--- config.mk ---
export PLATFORM = sky130hd
export DESIGN_NAME = freq_div
export DESIGN_NICKNAME = d
export VERILOG_FILES = /design/src/rtl/freq_div_pkg.sv /design/src/rtl/freq_div.sv
export SDC_FILE = /design/constraint.sdc
export NUM_CORES = 1
export LEC_CHECK = 0
export CAP_MARGIN = 20
export CORE_AREA = 4 4 120 122
export DETAILED_ROUTE_END_ITERATION = 8
export DIE_AREA = 0 0 124 126
export PLACE_DENSITY = 0.66
export RECOVER_POWER = 100
export SYNTH_ARGS = -nofsm -noshare
export SYNTH_HDL_FRONTEND = slang
export SYNTH_SLANG_ARGS = --single-unit
export TNS_END_PERCENT = 5
--- constraint.sdc ---
create_clock -name clk -period 3.7 [get_ports clk]
set_input_delay 0.74 -clock clk [delete_from_list [all_inputs] [get_ports clk]]
set_output_delay 0.74 -clock clk [all_outputs]
set_load 0.01 [all_outputs]
--- src/rtl/freq_div_pkg.sv ---
// Shared constants for the programmable frequency divider and its divisor selector.
package freq_div_pkg;

  localparam int DIV_W = 32;

  // Smallest divisor ever loaded; requests below it are clamped up.
  localparam logic [DIV_W-1:0] MIN_DIV = 2;

  // Named divisor choices, also consumed by the selector.
  localparam logic [DIV_W-1:0] DIV_SEL0 = 32'd512000;
  localparam logic [DIV_W-1:0] DIV_SEL1 = 32'd1024000;
  localparam logic [DIV_W-1:0] DIV_SEL2 = 32'd2048000;
  localparam logic [DIV_W-1:0] DIV_SEL3 = 32'd4096000;

endpackage

--- src/rtl/freq_div.sv ---
// Programmable frequency divider: divided square wave plus a one-cycle tick at
// the start of every output period. The divisor is only sampled at period
// boundaries so a selection change never creates a runt or stretched pulse.
module freq_div
  import freq_div_pkg::*;
(
  input  logic             clk,
  input  logic             rst_n,
  input  logic             en,
  input  logic             clr,
  input  logic [DIV_W-1:0] div_n,
  output logic             clk_out,
  output logic             tick,
  output logic [DIV_W-1:0] cur_div
);

  localparam logic [DIV_W-1:0] ONE = 1;

  logic [DIV_W-1:0] cnt;
  logic [DIV_W-1:0] divQ;
  logic [DIV_W-1:0] cntInc;
  logic             wrap;

  // Divisors 0 and 1 are meaningless for a square wave; force them to MIN_DIV.
  function automatic logic [DIV_W-1:0] clampDiv(input logic [DIV_W-1:0] d);
    return (d >= MIN_DIV) ? d : MIN_DIV;
  endfunction

  // Period boundary detect; divQ never drops below 1 so divQ - 1 cannot underflow.
  always_comb begin
    cntInc = cnt + ONE;
    wrap   = clr | (en & (cnt == (divQ - ONE)));
  end

  // Counter, latched divisor and registered outputs. divQ resets to 1 so the
  // first enabled edge is already a boundary and loads the real divisor.
  always_ff @(posedge clk or negedge rst_n) begin
    if (!rst_n) begin
      cnt     <= '0;
      divQ    <= ONE;
      clk_out <= 1'b0;
      tick    <= 1'b0;
    end else if (wrap) begin
      cnt     <= '0;
      divQ    <= clampDiv(div_n);
      clk_out <= 1'b1;
      tick    <= 1'b1;
    end else if (en) begin
      cnt     <= cntInc;
      clk_out <= (cntInc < (divQ >> 1));
      tick    <= 1'b0;
    end else begin
      tick    <= 1'b0;
    end
  end

  assign cur_div = divQ;

endmodule

==> results.sh <==
export IMPL_outcome="completed"
export IMPL_drcViolationCount=0
export IMPL_worst_r2r_endpoint="clk_out"
export IMPL_worst_vdd_drop_uv=235
export IMPL_grt_overflow_total=0
export IMPL_postRouteAntennaNets=0
export IMPL_synth_largest_area_cell="dfrtp_1"
export IMPL_cts_made_buffers=9
export IMPL_floorplan_rows=42
export IMPL_fp_coreArea_um2=13200
export IMPL_clock_tree_buffer_depth=2
export IMPL_cts_tree="yes"
export IMPL_pin_count_of_the_biggest_net_entering_global_routing=38
export IMPL_numPortBuffers=69
export IMPL_synth_top_family_by_area="simple AND/OR/NAND/NOR gates"
export IMPL_timing_worst_slew_pin_value_ns=1.34
export IMPL_post_synth_xor_area_fraction_pct=16.8
export IMPL_fin_tns_setup_ns=0
export IMPL_slew_limit_headroom_pct=10.7
export IMPL_chipWidth_um=124
export IMPL_synthesis_area_per_instance_um2=8.95
export IMPL_area_sequential_um2=1650
export IMPL_worst_hold_path_endpoint="cur_div[0]"
export IMPL_synth_ff_latch_count=66
export IMPL_stdcell_count=855
export IMPL_hold_start="cur_div[0]"
export IMPL_dpl_hpwl_mm=11.6
export IMPL_via_per_inst=5.56
export IMPL_post_synthesis_share_of_cell_area_spent_on_full_adders_half_adders_and_majority_gates_pct=7.60
export IMPL_io_pins=70
export IMPL_detail_route_wl_per_cell_um=17.4
export IMPL_detailed_route_iter0_violations=393
export IMPL_timing_hold_violations_final=0
export IMPL_numPlacedInstances=839
export IMPL_timing_rr_start="cnt[2]"
export IMPL_reg2reg_slack_ns=0.15
export IMPL_cts_clk_slew_worst_paths_ns=0.06
export IMPL_muxShareOfSynthArea_pct=6.98
export IMPL_netlist_top_cells_count="dfrtp_1, xor2_1, nor2_1"
export IMPL_synthToLayoutAreaGrowth_pct=26.5
export IMPL_layout_min_cycle_time_ns=3.55
export IMPL_final_min_period_over_clock_period_pct=96.0
export IMPL_synth_simple_gate_area_share_pct=22.2
export IMPL_setup_viol=0
export IMPL_ctsRootBufferMaster="clkbuf_16"
export IMPL_timing_max_cap_violations=0
export IMPL_total_power_mw=2.18
export IMPL_number_of_synthesized_flops_with_an_enable_pin=0
export IMPL_place_congestion=0.932
export IMPL_vias=4755
export IMPL_grtUsageTotal_pct=19.6
export IMPL_hold_slack_ns=0.545
export IMPL_fraction_of_layout_instances_using_a_drive_strength_above_1_pct=14.9
export IMPL_timing_critical_path_arrival_ns=3.78
export IMPL_power_per_cell_area_nw_per_um2=328
export IMPL_die_height_um=126
export IMPL_setup_worst_path_end_class="flip-flop"
export IMPL_htree_num_levels=3
export IMPL_timing_final_max_slew_violations=0
export IMPL_synth_top_cell_area_share_pct=30.9
export IMPL_netlist_top_cells_area="dfrtp_1, xor2_1, xnor2_1"
export IMPL_fillers=1242
export IMPL_synth_top_flop_cell="dfrtp_1"
export IMPL_fin_skew_ns=0.00466
export IMPL_fraction_of_the_mapped_netlist_area_in_compound_gates_pct=9.05
export IMPL_async_flop_share_pct=100
export IMPL_clock_sinks=66
export IMPL_worst_setup_path_type="flip-flop to flip-flop"
export IMPL_drtPass1Iterations=4
export IMPL_yosysMostFrequentCell="dfrtp_1"
export IMPL_worst_endpoint_required_ns=3.93
export IMPL_grt_setup_unrepaired="true"
export IMPL_multi_input_comb_area_um2=3330
export IMPL_r2r_cells=12
export IMPL_routed_wirelength_mm=14.8
export IMPL_synth_cell_types=60
export IMPL_post_route_util_pct=50.5
export IMPL_hold_path_class="flip-flop to flip-flop"
export IMPL_source_to_sink_clock_delay_at_the_later_pin_of_the_worst_skew_pair_ns=0.34
export IMPL_postSynthNetCount=657
export IMPL_die_area_um2=15600
export IMPL_start_kind="flip-flop"
export IMPL_post_synth_inst_count=589
export IMPL_n_antenna_cell=0
export IMPL_sequential_share_of_the_synthesized_area_pct=31.4
export IMPL_min_path_cells=2
export IMPL_global_route_wire_length_before_repair_mm=24.2
export IMPL_clock_fmax_mhz=281
export IMPL_worst_path_max_fanout=5
export IMPL_num_nets_final=742
export IMPL_leakage_nw=2.95
export IMPL_initial_antenna_violation_count=0
export IMPL_grt_pass1_vias=4671
export IMPL_yosys_warnings=0
export IMPL_syn_cell_area_um2=5270
export IMPL_initial_utilization_pct=39.9
[worst max-delay path, cell delays in order (launching register included)]
cell,delay [ns]
dfrtp_1,0.45
and3_1,0.25
nand4_1,0.33
nor4_2,0.33
buf_4,0.18
and4_1,0.25
nand2_1,0.08
xnor2_1,0.14
ha_1,0.32
nand4_1,0.12
or3_1,0.41
o31a_1,0.30
a211o_1,0.28
[area by class of cell]
type | instances | area share (%)
multi-input cells | 451 | 50.0
repair buffers | 109 | 14.9
clock inverters | 6 | 1.33
clock buffers | 10 | 3.59
flip-flops and latches | 66 | 24.8
well taps | 176 | 3.31
inverters | 37 | 2.08
[routing by layer]
layer  GRT usage (%)  up-vias  part of all wire, %
met5               0        -                    0
met4            6.57        0                  2.2
met3            3.36       18                  6.3
met2            30.4      144                   45
met1            27.6     2332                   46
li1                -     2261                    -
[stage by stage]
| stage | worst slack [ns] | area, um^2 |
|---|---|---|
| floorplan | 0.0204 | 5270 |
| global placement | 0.0705 | 6310 |
| detailed placement | -0.0409 | 6310 |
| CTS | 0.0601 | 6640 |
| global route | -0.0343 | 6660 |
| finish | 0.147 | 6660 |
[placed cells by master (no fill, tap or decap), drive strengths merged, types with 14 or more instances in the layout]
cell | synthesis | layout
nor2 | 48 | 48
xor2 | 54 | 54
dfrtp | 65 | 65
xnor2 | 47 | 47
mux2 | 30 | 30
buf | 10 | 38
nand4 | 27 | 27
nand2 | 33 | 33
inv | 37 | 38
nor4 | 24 | 24
clkdlybuf4s50 | 0 | 34
a21o | 14 | 14
ha | 32 | 32
nor3 | 14 | 14
nand3 | 31 | 31
dlygate4sd3 | 0 | 34
[how the worst max path moves through the flow]
stage	from	endpoint	depth (start not counted)
6_report	cnt[2]	clk_out	12
5_1_grt	cnt[0]	clk_out	13
4_1_cts	cnt[1]	clk_out	13
3_5_place_dp	cnt[1]	clk_out	13
3_3_place_gp	cnt[1]	clk_out	13
2_1_floorplan	cnt[0]	clk_out	14
[state kept, by name (all words and copies together), names as in the netlist]
signal	cells
clk_out	1
cur_div	32
tick	1
cnt	32
[power by group]
group	internal, mW	switching, mW
Clock	0.609	0.331
Sequential	0.761	0.0782
Combinational	0.203	0.202
Total	1.57	0.611
[kinds of logic (layout without fill, tap and decap cells)]
family / Yosys count / count (layout)
simple gates: 218 / 218
mux: 33 / 33
fa+ha+maj: 32 / 32
xor+xnor: 101 / 101
compound gates: 67 / 67
buf+inv: 72 / 162
flops: 66 / 66
[timing repair]
item | in CTS | in global routing
setup buffers | 0 | 0
gates resized for setup | 1 | 7
hold buffers | 0 | 0
setup endpoints to repair | 1 | 46
pin swaps | 0 | 1
gates cloned | 0 | 0
(Power assumes the default switching activity.)
